<file path="config.mk">
export PLATFORM = sky130hd
export DESIGN_NAME = scarf_trigger_engine
export DESIGN_NICKNAME = d
export VERILOG_FILES = /design/src/rtl/scarf_trigger_engine.sv
export SDC_FILE = /design/constraint.sdc
export NUM_CORES = 1
export LEC_CHECK = 0
export ABC_AREA = 1
export BUFFER_PORTS_ARGS = -buffer_cell sky130_fd_sc_hd__buf_2
export CORE_MARGIN = 3
export CORE_UTILIZATION = 35
export CTS_BUF_LIST = sky130_fd_sc_hd__clkbuf_16
export CTS_CLUSTER_SIZE = 10
export DETAILED_ROUTE_END_ITERATION = 8
export PLACE_DENSITY_LB_ADDON = 0.05
export SLEW_MARGIN = 20
export SYNTH_ARGS = -nofsm -noshare
export SYNTH_HDL_FRONTEND = slang
export SYNTH_SLANG_ARGS = --single-unit
</file>
<file path="constraint.sdc">
create_clock -name clk -period 2.3 [get_ports clk]
set_input_delay 0.23 -clock clk [delete_from_list [all_inputs] [get_ports clk]]
set_output_delay 0.23 -clock clk [all_outputs]
set_load 0.1 [all_outputs]
</file>
<file path="src/rtl/scarf_trigger_engine.sv">
// -----------------------------------------------------------------------------
// scarf_trigger_engine
//
// Watches one asynchronous input and raises a trigger once a configured
// qualifying condition (edge, pulse width or idle time) has been seen a
// configured number of times. The engine produces a one-clock trigger_pulse
// and a sticky triggered flag for the capture and sample logic.
//
// Ports
//   clk                 system clock
//   rst_sync            synchronous reset, active-high
//   sig_in              asynchronous monitored signal
//   cfg_enable          arm the engine; low disarms and clears
//   cfg_positive        1 = active-high / rising leading edge, 0 = active-low
//   cfg_type[2:0]       0 EDGE, 1 WIDTH_GT, 2 WIDTH_LT, 3 WIDTH_IN, 4 IDLE
//   cfg_stage1_count    qualifying events needed to trigger (0 behaves as 1)
//   cfg_time_base[2:0]  tick period = 4^cfg_time_base clocks
//   cfg_count1[7:0]     width / idle threshold in ticks
//   cfg_count2[7:0]     upper width bound for WIDTH_IN
//   cfg_longer_no_edge  WIDTH_GT fires at threshold crossing instead of at
//                       the trailing edge
//   armed               engine is in ARMED or MEASURE
//   triggered           sticky, set together with trigger_pulse
//   trigger_pulse       one-clock trigger strobe
//   event_count[3:0]    qualifying events since arming (saturates at 15)
// -----------------------------------------------------------------------------
module scarf_trigger_engine #(
   parameter int SYNC_STAGES = 2   // must be at least 2
) (
   input  logic       clk,
   input  logic       rst_sync,
   input  logic       sig_in,
   input  logic       cfg_enable,
   input  logic       cfg_positive,
   input  logic [2:0] cfg_type,
   input  logic [3:0] cfg_stage1_count,
   input  logic [2:0] cfg_time_base,
   input  logic [7:0] cfg_count1,
   input  logic [7:0] cfg_count2,
   input  logic       cfg_longer_no_edge,
   output logic       armed,
   output logic       triggered,
   output logic       trigger_pulse,
   output logic [3:0] event_count
);

   typedef enum logic [1:0] {
      S_IDLE    = 2'd0,
      S_ARMED   = 2'd1,
      S_MEASURE = 2'd2,
      S_TRIG    = 2'd3
   } state_t;

   localparam logic [2:0] T_EDGE = 3'd0;
   localparam logic [2:0] T_WGT  = 3'd1;
   localparam logic [2:0] T_WLT  = 3'd2;
   localparam logic [2:0] T_WIN  = 3'd3;
   localparam logic [2:0] T_IDLE = 3'd4;

   state_t                   state_q, state_d;
   logic [SYNC_STAGES-1:0]   sync_q, sync_d;
   logic                     sig_dly_q, sig_dly_d;     // sig_s delayed one clock
   logic                     pos_q, pos_d;
   logic [2:0]               type_q, type_d;
   logic [3:0]               stage_q, stage_d;
   logic [2:0]               tb_q, tb_d;
   logic [7:0]               c1_q, c1_d;
   logic [7:0]               c2_q, c2_d;
   logic                     lne_q, lne_d;
   logic [13:0]              presc_q, presc_d;
   logic [7:0]               width_q, width_d;
   logic [7:0]               idle_q, idle_d;
   logic                     evt_q, evt_d;
   logic [3:0]               event_count_q, event_count_d;
   logic                     triggered_q, triggered_d;
   logic                     trigger_pulse_q, trigger_pulse_d;

   logic        sig_s, act_s, act_d, lead, trail, any_edge;
   logic        arm_now, run, tick, width_step, idle_hit, evt_c, take_evt, fire;
   logic [13:0] tick_max;
   logic [7:0]  gt_cap;
   logic [3:0]  stage_eff;

   assign sig_s    = sync_q[SYNC_STAGES-1];
   // Polarity comes from the snapshot so a live cfg_positive change is ignored.
   assign act_s    = pos_q ? sig_s : ~sig_s;
   assign act_d    = pos_q ? sig_dly_q : ~sig_dly_q;
   assign lead     = act_s & ~act_d;
   assign trail    = ~act_s & act_d;
   assign any_edge = sig_s ^ sig_dly_q;

   assign arm_now  = (state_q == S_IDLE) & cfg_enable;
   assign run      = cfg_enable & ((state_q == S_ARMED) | (state_q == S_MEASURE));

   // 4^tb - 1; tb=7 gives 16383, which needs the wider intermediate.
   assign tick_max = 14'((15'd1 << {tb_q, 1'b0}) - 15'd1);
   // Any edge forces a tick so width/idle counting starts in phase with it.
   assign tick     = any_edge | (presc_q == tick_max);

   assign width_step = act_s & tick & (width_q != 8'hFF);
   // A saturated counter (255) counts as beyond a threshold of 255.
   assign gt_cap     = (c1_q == 8'hFF) ? 8'hFF : c1_q + 8'd1;
   assign idle_hit   = tick & ~any_edge & (idle_q == c1_q);
   assign stage_eff  = (stage_q == 4'd0) ? 4'd1 : stage_q;

   // Events are registered once (evt_q) before being counted, which sets the
   // sig_in-to-trigger_pulse latency at SYNC_STAGES+1 clocks.
   assign take_evt = run & evt_q;
   assign fire     = take_evt & (({1'b0, event_count_q} + 5'd1) >= {1'b0, stage_eff});

   always_comb begin : datapath
      sync_d    = {sync_q[SYNC_STAGES-2:0], sig_in};
      sig_dly_d = sig_s;

      pos_d   = pos_q;
      type_d  = type_q;
      stage_d = stage_q;
      tb_d    = tb_q;
      c1_d    = c1_q;
      c2_d    = c2_q;
      lne_d   = lne_q;
      if (arm_now) begin
         pos_d   = cfg_positive;
         type_d  = cfg_type;
         stage_d = cfg_stage1_count;
         tb_d    = cfg_time_base;
         c1_d    = cfg_count1;
         c2_d    = cfg_count2;
         lne_d   = cfg_longer_no_edge;
      end

      if ((state_q == S_IDLE) || tick)
         presc_d = 14'd0;
      else
         presc_d = presc_q + 14'd1;

      // The leading-edge cycle is always a tick, so the width restarts at 1.
      if (arm_now)
         width_d = 8'd0;
      else if (lead)
         width_d = 8'd1;
      else if (width_step)
         width_d = width_q + 8'd1;
      else
         width_d = width_q;

      // Idle timer spans ARMED and MEASURE: it measures time since any edge.
      if ((state_q == S_IDLE) || any_edge || idle_hit)
         idle_d = 8'd0;
      else if (tick)
         idle_d = idle_q + 8'd1;
      else
         idle_d = idle_q;

      evt_c = 1'b0;
      case (type_q)
         T_EDGE: evt_c = (state_q == S_ARMED) & lead;
         T_WGT:
            if (lne_q)
               evt_c = ((state_q == S_ARMED) & lead & (gt_cap == 8'd1)) |
                       ((state_q == S_MEASURE) & width_step & (width_d == gt_cap));
            else
               evt_c = (state_q == S_MEASURE) & trail & (width_q > c1_q);
         T_WLT:  evt_c = (state_q == S_MEASURE) & trail & (width_q < c1_q);
         T_WIN:  evt_c = (state_q == S_MEASURE) & trail &
                         (width_q >= c1_q) & (width_q <= c2_q);
         T_IDLE: evt_c = idle_hit;
         default: evt_c = 1'b0;
      endcase
      evt_d = run & evt_c;

      if (!cfg_enable || (state_q == S_IDLE))
         event_count_d = 4'd0;
      else if (take_evt && (event_count_q != 4'hF))
         event_count_d = event_count_q + 4'd1;
      else
         event_count_d = event_count_q;

      trigger_pulse_d = fire;
      triggered_d     = cfg_enable & (triggered_q | fire);
   end

   always_comb begin : fsm_next
      state_d = state_q;
      if (!cfg_enable) begin
         state_d = S_IDLE;
      end else begin
         case (state_q)
            S_IDLE:    state_d = S_ARMED;
            S_ARMED:   if (fire) state_d = S_TRIG; else if (lead)  state_d = S_MEASURE;
            S_MEASURE: if (fire) state_d = S_TRIG; else if (trail) state_d = S_ARMED;
            S_TRIG:    state_d = S_TRIG;
            default:   state_d = S_IDLE;
         endcase
      end
   end

   always_comb begin : fsm_out
      armed         = (state_q == S_ARMED) || (state_q == S_MEASURE);
      triggered     = triggered_q;
      trigger_pulse = trigger_pulse_q;
      event_count   = event_count_q;
   end

   always_ff @(posedge clk) begin
      if (rst_sync) begin
         state_q         <= S_IDLE;
         sync_q          <= '0;
         sig_dly_q       <= 1'b0;
         pos_q           <= 1'b0;
         type_q          <= 3'd0;
         stage_q         <= 4'd0;
         tb_q            <= 3'd0;
         c1_q            <= 8'd0;
         c2_q            <= 8'd0;
         lne_q           <= 1'b0;
         presc_q         <= 14'd0;
         width_q         <= 8'd0;
         idle_q          <= 8'd0;
         evt_q           <= 1'b0;
         event_count_q   <= 4'd0;
         triggered_q     <= 1'b0;
         trigger_pulse_q <= 1'b0;
      end else begin
         state_q         <= state_d;
         sync_q          <= sync_d;
         sig_dly_q       <= sig_dly_d;
         pos_q           <= pos_d;
         type_q          <= type_d;
         stage_q         <= stage_d;
         tb_q            <= tb_d;
         c1_q            <= c1_d;
         c2_q            <= c2_d;
         lne_q           <= lne_d;
         presc_q         <= presc_d;
         width_q         <= width_d;
         idle_q          <= idle_d;
         evt_q           <= evt_d;
         event_count_q   <= event_count_d;
         triggered_q     <= triggered_d;
         trigger_pulse_q <= trigger_pulse_d;
      end
   end

endmodule

</file>
## After elaboration in Yosys (flattened, before gate mapping)

Cells that the tools add are included.

- Register bits after elaboration: 70
- Input bits: 32

- Add/subtract/negate cells: 7
- Order comparisons: 5
- Equality and inequality tests: 16
- Shift operators: 1
- Muxes and demuxes: 14
- Bitwise operators: 32
- Reduce and logical (&&, ||, !) cells: 15

Operators with widths:

| kind | count |
|---|---|
| $mux W8 | 4 |
| $add A8 B1 Y8 const B | 3 |
| $and A1 B1 Y1 | 21 |
| $eq A8 B8 Y1 | 2 |
| $add A14 B1 Y14 const B | 1 |
| $eq A14 B14 Y1 | 1 |
| $shl A1 B4 Y14 const A | 1 |
| $sub A14 B1 Y14 const B | 1 |
| $eq A8 B1 Y1 const B | 1 |
| $eq A8 B8 Y1 const B | 1 |
| $ge A8 B8 Y1 | 1 |
| $gt A8 B8 Y1 | 1 |
| $le A8 B8 Y1 | 1 |
| $lt A8 B8 Y1 | 1 |
| $mux W2 | 4 |
| $ne A8 B8 Y1 const B | 1 |
| $pmux W2 S4 | 1 |
| $reduce_or A2 Y1 | 4 |
| $eq A3 B2 Y1 const B | 2 |
| $ne A3 B3 Y1 const B | 2 |
| $not A1 Y1 | 6 |
| $add A4 B1 Y5 const B | 1 |
| $ge A5 B4 Y1 | 1 |
| $logic_or A1 B1 Y1 | 5 |
| other kinds (17) | 23 |

## Logic depth before layout (Yosys ltp)

- Depth in word-level cells: 15
- Mapped depth: 21

## Worst setup path before layout

Ideal clock, no wire load.

- Kind: reg-to-reg
- Start: register event_count_q[0] (netlist: event_count[0])
- End: register state_q[0]
- Data arrival time: 2.453 ns
- Data required time: 2.170 ns
- Path slack: -0.283 ns
- Stages on the path, launching flop included: 11
- Path buffers: 0
- Period minus slack after synthesis: 2.583 ns
- Cells stage by stage: dfxtp_1 -> ha_1 -> ha_1 -> o21ai_0 -> nand2_1 -> a21oi_1 -> o211ai_1 -> nand2_1 -> nor2_1 -> o41ai_1 -> a21oi_1

- Cells in the longest elaborated chain, start to end: 5

Ends and longest elaborated chain:

| item | RTL line | source |
|---|---|---|
| from (decl) | 74 | `logic [3:0] event_count_q, event_count_d;` |
| from (signal assigned) | 239 | `event_count_q <= event_count_d;` |
| $add A4 B1 Y5 (*) | 109 | `assign fire = take_evt & (({1'b0, event_count_q} + 5'd1) >= {1'b0, stage_eff});` |
| $ge A5 B4 Y1 (*) | 109 |  |
| $and A1 B1 Y1 (*) | 109 |  |
| $mux W2, or another cell as far along | 191 | `S_MEASURE: if (fire) state_d = S_TRIG; else if (trail) state_d = S_ARMED;` |
| $pmux W2 S4 or $reduce_and A2 Y1 (tied branches) | -- |  |
| to (signal assigned) | 225 | `state_q <= state_d;` |
| to (decl) | 60 | `state_t state_q, state_d;` |

Every way passes the cells marked *; elsewhere a longest branch is shown, timed or not.
A chain may end at the register's enable or synchronous reset.

## Worst setup path after layout

- Start: register sync_q[1]
- End: register idle_q[7]

- Cells in the longest elaborated chain, start to end: 6

Ends and longest elaborated chain:

| item | RTL line | source |
|---|---|---|
| from (decl) | 61 | `logic [SYNC_STAGES-1:0] sync_q, sync_d;` |
| from (signal assigned) | 226 | `sync_q <= sync_d;` |
| $xor A1 B1 Y1 (*) | 90 | `assign any_edge = sig_s ^ sig_dly_q;` |
| $or A1 B1 Y1 or $not A1 Y1 (tied branches) | 98, 103 |  |
| $and A1 B1 Y1 (2 in series) | 103 | `assign idle_hit = tick & ~any_edge & (idle_q == c1_q);` |
| $logic_or A1 B1 Y1 | 148 | `if ((state_q == S_IDLE) \|\| any_edge \|\| idle_hit)` |
| $reduce_or A2 Y1 (no source line) | -- |  |
| to (signal assigned) | 237 | `idle_q <= idle_d;` |
| to (decl) | 72 | `logic [7:0] idle_q, idle_d;` |

Marked as above.

==> results.cfg <==
[outcome]
status = finished, final reports clean

[timing]
period_share_pct = 91.2
tightest_slew_ns = 0.482
holdWs_ns = 0.0901
setup_viol_count_final = 0
slew_viol_final = 0
max_freq_mhz = 477
setup_slack_ns = 0.203
max-slew-margin-rel_pct = 67.9
tns_ns = 0
final_hold_viol_count = 0
min_period_ns = 2.10
rsz0062_at_grt = yes
finalClockSkew_ns = 0.00573

[die]
ios = 39
dieArea_um2 = 13100
start_util_pct = 36.0
fp.dieH_um = 115
core_area_um2 = 11500
rows = 39
fp.dieW_um = 115

[run]
cap_violations = 0

[clock_network]
cts_hold_buf = 0
clock-sinks = 70
clock_path_buffers = 2
cts_max_level = 3
cts.clk_slew.worst_paths_ns = 0.06
cts_buffers = 9
cts-root-buf = clkbuf_16
clk_latency_ns = 0.34
cts_tree = done

[hold_path]
hold_class = in -> reg
hold_depth = 3
min_from = sig_in
worstHoldEndpoint = sync_q[0]$_SDFF_PP0_

[placement]
dp_hpwl_um = 8230
dpl_worst_slack_ns = 0.101
portBuffers = 38
globalplace.congestion = 0.863

[pwr]
power_leakage_nw = 2.20
power_density_nw_per_um2 = 658
irDropWorstVdd_mv = 0.622

[routing]
dr_total_vias = 3915
finalWirelength_um = 10600
first_pass_iters = 4
antenna_left = 0
wl_per_cell_um = 13.3
drc = 0
drt_iter0_drc = 197
vias_per_cell = 4.89

[global_route]
grt_overflow = 0
antenna_found_initial = 0
grt_max_degree = 54
grt_pass1_wl_um = 17900
grt_pass1_vias = 3821
track_usage_pct = 17.3

[final_layout]
n_antenna_cell = 0
fin_util_pct = 43.3
nFillCells = 1206
layout_common_cells = nand2_1 (114), inv_1 (80), nor2_1 (74)
layout.nets = 714
area_delta_synth_final_pct = 20.5
final_common_cell = nand2_1
drive_gt1_share_pct = 17.9

[yosys]
syn_area_um2 = 4120
synth-seq-area-share_pct = 34.0
synth-async-reset-ratio_pct = 0
synth_nets = 657
synth_top_area_share_pct = 34.0
ys.flop_type = dfxtp_1
synth_edf_count = 0
synthCells = 596
yosysTopAreaCell = dfxtp_1
syn_area_per_cell_um2 = 6.92
ys_ff_latch = 70
yosysUniqueCellTypes = 40
synth_area_leaders = dfxtp_1 (34%), nand2_1 (10%), ha_1 (8.8%)
ys_warn_count = 0

[worst_setup_path]
cp_max_fo = 7
r2r-start = sync_q[1]$_SDFF_PP0_
worstPathArrival_ns = 2.33
end_kind = flip-flop
r2r_end = idle_q[7]$_SDFFE_PP0N_
reg2regPathDepth = 11
required_ns = 2.53
path_class = reg -> reg
startpoint_type = flip-flop
ff2ff_setup_slack_ns = 0.20
## cells in the mapped netlist (2+ instances only)
cell      count
a211oi_1      2
a21oi_1      46
a31oi_1       2
clkbuf_1     12
clkinv_1      2
dfxtp_1      70
ha_1         29
inv_1        79
inv_2         2
nand2_1     114
nand2_2       4
nand3_1      30
nand3_2       2
nand3b_1      3
nand4_1       9
nor2_1       78
nor3_1       15
nor3_2        2
nor3b_1       4
nor4_1        3
o211ai_1      2
o21ai_0      38
o21ai_1       3
or2_2         5
xnor2_1       7
xor2_1       19
## repair_timing
action / in CTS / in global routing
buffers inserted: 0 / 2
gates resized for setup: 0 / 27
endpoints found under the setup margin: 0 / 4
## per-layer routing
| layer | GRT usage (%) | vias to the layer above | share of wire [%] |
|---|---|---|---|
| met5 | 0 | - | 0 |
| li1 | - | 2061 | - |
| met2 | 30.2 | 57 | 49 |
| met1 | 20.1 | 1782 | 46 |
| met4 | 5.62 | 0 | 1.7 |
| met3 | 5.18 | 15 | 3.8 |
## final cells by class
cell class | instances | area [µm²] | area share [%]
Clock buffer | 9 | 225 | 4.53
Sequential cell | 70 | 1430 | 28.7
Multi-Input combinational cell | 429 | 2400 | 48.4
Timing Repair Buffer | 60 | 359 | 7.23
Clock inverter | 7 | 66.3 | 1.33
Tap cell | 143 | 179 | 3.60
Inverter | 83 | 312 | 6.27
## worst max path at each step
stage               slack, ns  cells after the start                 endpoint                         from
floorplan                0.09                     10  state_q[0]$_SDFFE_PP0P_  event_count[0]$_SDFFE_PP0P_
global placement         0.12                     16   idle_q[7]$_SDFFE_PP0N_         tb_q[2]$_SDFFE_PP0P_
detailed placement       0.10                     16   idle_q[7]$_SDFFE_PP0N_         tb_q[2]$_SDFFE_PP0P_
CTS                      0.09                     16   idle_q[7]$_SDFFE_PP0N_         tb_q[2]$_SDFFE_PP0P_
global route            -0.04                     10         evt_q$_SDFF_PP0_         c1_q[3]$_SDFFE_PP0P_
finish                   0.20                     11   idle_q[7]$_SDFFE_PP0N_         sync_q[1]$_SDFF_PP0_
## worst max-delay path, stage by stage, from the launching register on
cell	delay, ns
dfxtp_1	0.41
xor2_1	0.36
inv_1	0.15
nand2_4	0.12
buf_6	0.13
inv_2	0.05
nor2_4	0.11
nand3_2	0.09
nor3_2	0.19
nand2_1	0.11
nor3b_2	0.20
nor3_2	0.06
## logic make-up after synthesis
kind of cell             count (synthesis)  synth area share [%]
AO/OA/AOI/OAI                          103                  13.8
XOR/XNOR                                26                  5.52
adder cells (fa/ha/maj)                 29                  8.80
buffers and inverters                   97                  9.10
flip-flops                              70                  34.0
AND/OR/NAND/NOR                        271                  28.8
## state kept, by name, indices dropped and copies added (netlist names), 3 cells and up
name and flops:
presc_q 14, width_q 8, tb_q 3, type_q 3, event_count 4, idle_q 8, stage_q 4, c2_q 8
c1_q 8
## report_power, final
group	internal (mW)	leakage (nW)	switching [mW]
logic	0.217	1.48	0.365
clock network	0.831	0.140	0.536
registers	1.27	0.579	0.0496
total	2.32	2.20	0.951
## metrics by stage
| stage | instance area [µm²] | power [mW] | std cells |
|---|---|---|---|
| global placement | 4580 | 1.89 | 783 |
| CTS | 4880 | 3.30 | 799 |
| detailed placement | 4580 | 1.90 | 783 |
| finish | 4970 | 3.27 | 801 |
| global route | 4970 | 3.46 | 801 |
| floorplan | 4130 | 1.73 | 596 |
No activity file was read; power rests on OpenSTA's default activity.
